--- config.mk ---
export PLATFORM = sky130hd
export DESIGN_NAME = piso_serializer_flat
export DESIGN_NICKNAME = d
export VERILOG_FILES = /design/src/rtl/piso_serializer_if.sv /design/src/rtl/piso_serializer.sv /design/src/flat_wrapper.sv
export SDC_FILE = /design/constraint.sdc
export NUM_CORES = 1
export LEC_CHECK = 0
export CAP_MARGIN = 0
export CORE_UTILIZATION = 34
export CTS_BUF_LIST = sky130_fd_sc_hd__clkbuf_8
export DETAILED_ROUTE_END_ITERATION = 7
export PLACE_DENSITY = 0.68
export SKIP_LAST_GASP = 1
export SYNTH_ARGS = -nofsm -noshare
export SYNTH_HDL_FRONTEND = slang
export SYNTH_SLANG_ARGS = --single-unit
--- constraint.sdc ---
create_clock -name clk -period 1.6 [get_ports clk]
set_input_delay 0.16 -clock clk [delete_from_list [all_inputs] [get_ports clk]]
set_output_delay 0.16 -clock clk [all_outputs]
set_load 0.02 [all_outputs]
--- src/rtl/piso_serializer_if.sv ---
// Handshake and serial-line bundle for piso_serializer.
//   master : upstream word source; drives data_in/load_valid and observes the rest
//   slave  : the serializer itself
// Signals:
//   data_in    [WIDTH] parallel word
//   load_valid         data_in valid, requests transfer
//   load_ready         serializer can accept a word this cycle
//   dout               serial bit stream (registered)
//   bit_valid          dout carries a frame bit
//   busy               frame in progress
//   frame_done         pulse on the last bit of a frame
interface piso_serializer_if #(
  parameter int unsigned WIDTH = 8
);
  logic [WIDTH-1:0] data_in;
  logic             load_valid;
  logic             load_ready;
  logic             dout;
  logic             bit_valid;
  logic             busy;
  logic             frame_done;

  modport master (
    output data_in, load_valid,
    input  load_ready, dout, bit_valid, busy, frame_done
  );

  modport slave (
    input  data_in, load_valid,
    output load_ready, dout, bit_valid, busy, frame_done
  );
endinterface

--- src/rtl/piso_serializer.sv ---
// Parallel-in, serial-out stage feeding the serial sequence detectors.
// A WIDTH-bit word is accepted on load_valid && load_ready and driven onto
// dout one bit per clock, starting the cycle after the accepting edge.
// Back-to-back frames are gapless: load_ready is raised on the last bit so
// the next word can be taken on the edge that ends the current frame.
//
// Parameters:
//   WIDTH      word length (2..32)
//   MSB_FIRST  1: bit WIDTH-1 first (shift left); 0: bit 0 first (shift right)
//   IDLE_LEVEL level held on dout between frames
// Ports:
//   clk    system clock, rising edge
//   reset  synchronous, active-high
//   bus    piso_serializer_if.slave (data_in, load_valid, load_ready, dout,
//          bit_valid, busy, frame_done)
// Optional build macro:
//   PISO_PARITY_EN  appends an even-parity bit (XOR of the captured word)
//                   after the data bits; frame_done then marks the parity bit.
module piso_serializer #(
  parameter int unsigned WIDTH      = 8,
  parameter bit          MSB_FIRST  = 1'b1,
  parameter bit          IDLE_LEVEL = 1'b0
) (
  input  logic                clk,
  input  logic                reset,
  piso_serializer_if.slave    bus
);

  localparam int unsigned CNT_W = $clog2(WIDTH);

`ifdef PISO_PARITY_EN
  typedef enum logic [1:0] {IDLE, SHIFT, PARITY} state_t;
`else
  typedef enum logic [0:0] {IDLE, SHIFT} state_t;
`endif

  state_t             state;
  logic [WIDTH-1:0]   sreg;
  logic [WIDTH-1:0]   sreg_next;
  logic [CNT_W-1:0]   cnt;
  logic               dout_q;
  logic               bit_valid_q;
  logic               busy_q;
  logic               frame_done_q;
  logic               load_ready_q;
  logic               accept;
  logic               last_data;
`ifdef PISO_PARITY_EN
  logic               parity_q;
`endif

  // The bit currently on dout is always the head of sreg; shifting exposes
  // the next one.
  function automatic logic [WIDTH-1:0] shift_word(input logic [WIDTH-1:0] w);
    if (MSB_FIRST) return {w[WIDTH-2:0], 1'b0};
    else           return {1'b0, w[WIDTH-1:1]};
  endfunction

  function automatic logic head_bit(input logic [WIDTH-1:0] w);
    if (MSB_FIRST) return w[WIDTH-1];
    else           return w[0];
  endfunction

  always_comb begin
    sreg_next = shift_word(sreg);
    accept    = bus.load_valid && load_ready_q;
    last_data = (cnt == CNT_W'(WIDTH - 1));
  end

  always_ff @(posedge clk) begin
    if (reset) begin
      state        <= IDLE;
      sreg         <= '0;
      cnt          <= '0;
      dout_q       <= IDLE_LEVEL;
      bit_valid_q  <= 1'b0;
      busy_q       <= 1'b0;
      frame_done_q <= 1'b0;
      load_ready_q <= 1'b1;
`ifdef PISO_PARITY_EN
      parity_q     <= 1'b0;
`endif
    end else if (accept) begin
      // load_ready is only high in IDLE, on the final bit, or in PARITY,
      // so every accept starts a fresh frame from any of those points.
      state        <= SHIFT;
      sreg         <= bus.data_in;
      cnt          <= '0;
      dout_q       <= head_bit(bus.data_in);
      bit_valid_q  <= 1'b1;
      busy_q       <= 1'b1;
      frame_done_q <= 1'b0;
      load_ready_q <= 1'b0;
`ifdef PISO_PARITY_EN
      parity_q     <= ^bus.data_in;
`endif
    end else begin
      case (state)
        IDLE: begin
        end
        SHIFT: begin
          if (last_data) begin
`ifdef PISO_PARITY_EN
            state        <= PARITY;
            dout_q       <= parity_q;
            frame_done_q <= 1'b1;
            load_ready_q <= 1'b1;
`else
            state        <= IDLE;
            dout_q       <= IDLE_LEVEL;
            bit_valid_q  <= 1'b0;
            busy_q       <= 1'b0;
            frame_done_q <= 1'b0;
            load_ready_q <= 1'b1;
`endif
          end else begin
            cnt    <= cnt + CNT_W'(1);
            sreg   <= sreg_next;
            dout_q <= head_bit(sreg_next);
`ifndef PISO_PARITY_EN
            // Outputs are registered, so the last-bit flags are set one
            // edge early, together with the last bit itself.
            if (cnt == CNT_W'(WIDTH - 2)) begin
              frame_done_q <= 1'b1;
              load_ready_q <= 1'b1;
            end
`endif
          end
        end
`ifdef PISO_PARITY_EN
        PARITY: begin
          state        <= IDLE;
          dout_q       <= IDLE_LEVEL;
          bit_valid_q  <= 1'b0;
          busy_q       <= 1'b0;
          frame_done_q <= 1'b0;
          load_ready_q <= 1'b1;
        end
`endif
        default: begin
          state        <= IDLE;
          dout_q       <= IDLE_LEVEL;
          bit_valid_q  <= 1'b0;
          busy_q       <= 1'b0;
          frame_done_q <= 1'b0;
          load_ready_q <= 1'b1;
        end
      endcase
    end
  end

  assign bus.dout       = dout_q;
  assign bus.bit_valid  = bit_valid_q;
  assign bus.busy       = busy_q;
  assign bus.frame_done = frame_done_q;
  assign bus.load_ready = load_ready_q;

endmodule
--- src/flat_wrapper.sv ---
// flat-port wrapper written by rule: the top's interface ports become plain ports
module piso_serializer_flat 
#(
  parameter int unsigned WIDTH      = 8,
  parameter bit          MSB_FIRST  = 1'b1,
  parameter bit          IDLE_LEVEL = 1'b0
)
  (clk, reset, bus_data_in, bus_load_valid, bus_load_ready, bus_dout, bus_bit_valid, bus_busy, bus_frame_done);
  piso_serializer_if #(.WIDTH(WIDTH)) bus_i ();
  input  logic clk;
  input  logic reset;
  input wire logic [$bits(bus_i.data_in)-1:0] bus_data_in;
  input wire logic [$bits(bus_i.load_valid)-1:0] bus_load_valid;
  output wire logic [$bits(bus_i.load_ready)-1:0] bus_load_ready;
  output wire logic [$bits(bus_i.dout)-1:0] bus_dout;
  output wire logic [$bits(bus_i.bit_valid)-1:0] bus_bit_valid;
  output wire logic [$bits(bus_i.busy)-1:0] bus_busy;
  output wire logic [$bits(bus_i.frame_done)-1:0] bus_frame_done;
  assign bus_i.data_in = bus_data_in;
  assign bus_i.load_valid = bus_load_valid;
  assign bus_load_ready = bus_i.load_ready;
  assign bus_dout = bus_i.dout;
  assign bus_bit_valid = bus_i.bit_valid;
  assign bus_busy = bus_i.busy;
  assign bus_frame_done = bus_i.frame_done;
  piso_serializer #(.WIDTH(WIDTH), .MSB_FIRST(MSB_FIRST), .IDLE_LEVEL(IDLE_LEVEL)) u_core (.clk(clk), .reset(reset), .bus(bus_i));
endmodule
==> key figures <==
Yosys
  • Area of the mapped netlist: 739 um^2
  • Synth top area cells: dfxtp_1 (41%), ha_1 (6.8%), nand2_1 (6.6%), nor2_1 (4.1%), a211oi_2 (3.4%)
  • Post-synth top cells: dfxtp_1 (15), nand2_1 (13), nor2_1 (8)
  • Post-Syn Instances: 83
  • Sequential area share after synthesis: 40.6%
  • Syn Nets: 98
  • Area leader, netlist: dfxtp_1
  • Share of the synthesized area in the top cell type: 40.6%
  • YS warnings: 0
  • Synth Area per Inst: 8.91 um^2
  • Register bit count reported by yosys: 15
  • Post-synth EDFFs: 0
  • Post-synth top flop: dfxtp_1
  • Top-count cell post-synth: dfxtp_1
  • Async SR Flop Fraction: 0%
  • Post-synth cell types: 27

CTS
  • Post-CTS Hold Buffers: 0
  • Worst skew pair latency: 240 ps
  • Post_cts resized: 0
  • TritonCTS buffer count: 3
  • Root buf cell: clkbuf_8
  • Clock sink count: 15
  • Post-CTS setup buffers: 0
  • Clock-pin slew on the worst setup and hold paths: roughly 60 ps
  • CTS tree: built
  • H-tree levels: 1
  • CTS Buffer Depth: 2

Detailed routing
  • Antenna viol nets, final: 0
  • Vias: 608
  • DRC errors left: 0
  • Vias per inst: slightly below 5
  • DRT Pass-1 Iters: 4
  • Drt wl/cell: 11.0 um
  • WL final: 1.38 mm
  • Iteration-0 DRC Markers: 8

Min path
  • Hold Crit Endpoint: u_core.sreg[0]
  • WHS Path Cells: 3
  • Worst Hold Launch: bus_data_in[0]
  • HP Class: primary input to register

Worst setup path
  • Critical path's most frequent cell: ha_1
  • Worst r2r dst: u_core.cnt[2]
  • Slowest-stage cell, CP: and2b_1
  • Slowest stage delay, CP: 350 ps
  • Worst Setup Start Kind: register
  • Crit path max-delay family: adder cells
  • Worst EP arrival: 1640 ps
  • Worst EP required: ~1700 ps
  • Crit path buf inv count: 0
  • Crit Path Class: register to register
  • Worst-path fanout max: 6
  • Critical path capture point type: register
  • Reg-to-reg setup timing slack: 90 ps
  • FF-to-FF Start: u_core.cnt[0]
  • CP cell instances: ha_1 > ha_1 > and2b_1 > mux2i_1 > nor2_1
  • R2R depth: 5

STA
  • Highest clock rate: 0.663 GHz
  • Unrepaired setup endpoints after global routing: false
  • Final hold vios: 0
  • Slew HR: 78.5%
  • Fin Setup TNS: 0 ps
  • Final period utilization: 94.3%
  • Fin crit period: 1510 ps
  • Final Max Tran Viols: 0
  • Post-Route Skew: ~0.28 ps
  • Worst Max-Slew Pin Slew: around 320 ps
  • Final setup viols: 0

Floorplanning
  • Starting Density: 36.9%
  • Core box area: 2000 um^2
  • Io pins: 16
  • Die area: 2370 um^2
  • Die Y: 48.6 um
  • Site Rows: 16
  • Die width: 48.6 um

Status
  • Status: finished, final reports clean

Pwr
  • Leakage: 0.380 nW
  • Power per cell area: 931 nW/um^2
  • Worst VDD drop: 0.423 mV

Place
  • Placed inst area: a little under 900 um^2
  • Final HPWL DP: 1.02 mm
  • GPL Wtd Cong: 0.724
  • IO buf count: 15

Layout
  • NumNets Final: 115
  • Final antenna diode count: 0
  • Syn-to-layout area delta: 26.6%
  • Final Cell Area: 936 um^2
  • Proportion of layout cells with a drive suffix above 1: approximately 12%

Job
  • Max Cap Viol: 0

Global route
  • Largest net degree at the start of global routing: 12
  • First-pass GRT wire length: approximately 2.4 mm
  • Initial antenna violation count: 0
  • Total track usage: a little over an eighth
  • Vias in the first global route: approximately 560
  • Total grt overflow: 0
[report_power, final]
| part | switching (mW) | total, mW | internal [mW] | leakage [nW] |
|---|---|---|---|---|
| Combinational | 0.0735 | 0.153 | 0.0793 | 0.229 |
| Sequential | 0.0208 | 0.422 | 0.401 | 0.124 |
| Clock | 0.127 | 0.297 | 0.170 | 0.0269 |
| Total | 0.221 | 0.871 | 0.650 | 0.380 |
[worst min-delay path, stage by stage]
cell and delay, ps:
clkdlybuf4s50_1 400, nand2_1 50, a21oi_1 50
[final cells by class]
| class | count | area, um^2 |
|---|---|---|
| fillers | 206 | 1070 |
| multi-input cells | 59 | 373 |
| flip-flops and latches | 15 | 300 |
| repair buffers | 18 | 173 |
| clock buffers | 3 | 41.3 |
| well taps | 27 | 33.8 |
| inverters | 3 | 11.3 |
| clock inverters | 1 | 3.75 |
[routing by layer]
layer  track usage (%)  wire (um)  up-vias
met5                 0          0        -
met4              8.82         41        0
met3              2.83         37        4
met2              20.8        649       13
met1              16.7        651      273
li1                  -          -      318
[placed cells by master, fill, tap and decap left out, types with 3 or more instances in the layout]
cell type | netlist | final
a211oi_1 | 3 | 3
clkbuf_8 | 0 | 3
o21ai_0 | 5 | 5
dfxtp_1 | 15 | 15
a21oi_1 | 4 | 4
inv_1 | 3 | 4
nor2_1 | 8 | 8
clkdlybuf4s50_1 | 0 | 15
nor3_1 | 5 | 5
nand2_1 | 13 | 13
buf_4 | 2 | 3
ha_1 | 4 | 4
[worst max-delay path by stage]
stage / from / cells after the start / end
2_1_floorplan: u_core.cnt[0] / 6 / u_core.bus.dout
3_3_place_gp: u_core.cnt[0] / 5 / u_core.cnt[2]
3_5_place_dp: u_core.cnt[0] / 5 / u_core.cnt[2]
4_1_cts: u_core.cnt[0] / 5 / u_core.cnt[2]
5_1_grt: u_core.cnt[0] / 5 / u_core.cnt[2]
6_report: u_core.cnt[0] / 5 / u_core.cnt[2]
[through the flow]
step	total power, mW	util [%]	worst slack, ps	cells	hold WS, ps
5_1_grt	0.920	46.8	23.8	126	479
3_3_place_gp	0.580	44.5	158	122	466
3_5_place_dp	0.583	44.5	108	122	466
2_1_floorplan	0.535	-	209	83	260
6_report	0.871	46.8	91.2	126	460
4_1_cts	0.881	46.8	77.8	126	461
[flip-flops by register name, summed over array words and instances (netlist names)]
signal	count
u_core.bus.bit_valid	1
u_core.bus.dout	1
u_core.bus.frame_done	1
u_core.bus.load_ready	1
u_core.cnt	3
u_core.sreg	7
u_core.state	1
[cells by family (layout without fill, tap and decap cells)]
kind of cell	count (synthesis)	in the layout	share of synthesized area, %
multiplexers	1	1	1.35
buffers and inverters	9	25	8.97
XOR/XNOR	1	1	1.18
AO/OA/AOI/OAI	18	18	17.9
AND/OR/NAND/NOR	35	35	23.2
adder cells (fa/ha/maj)	4	4	6.77
flip-flops	15	15	40.6
Note: power is estimated with default switching activity, not from simulation.
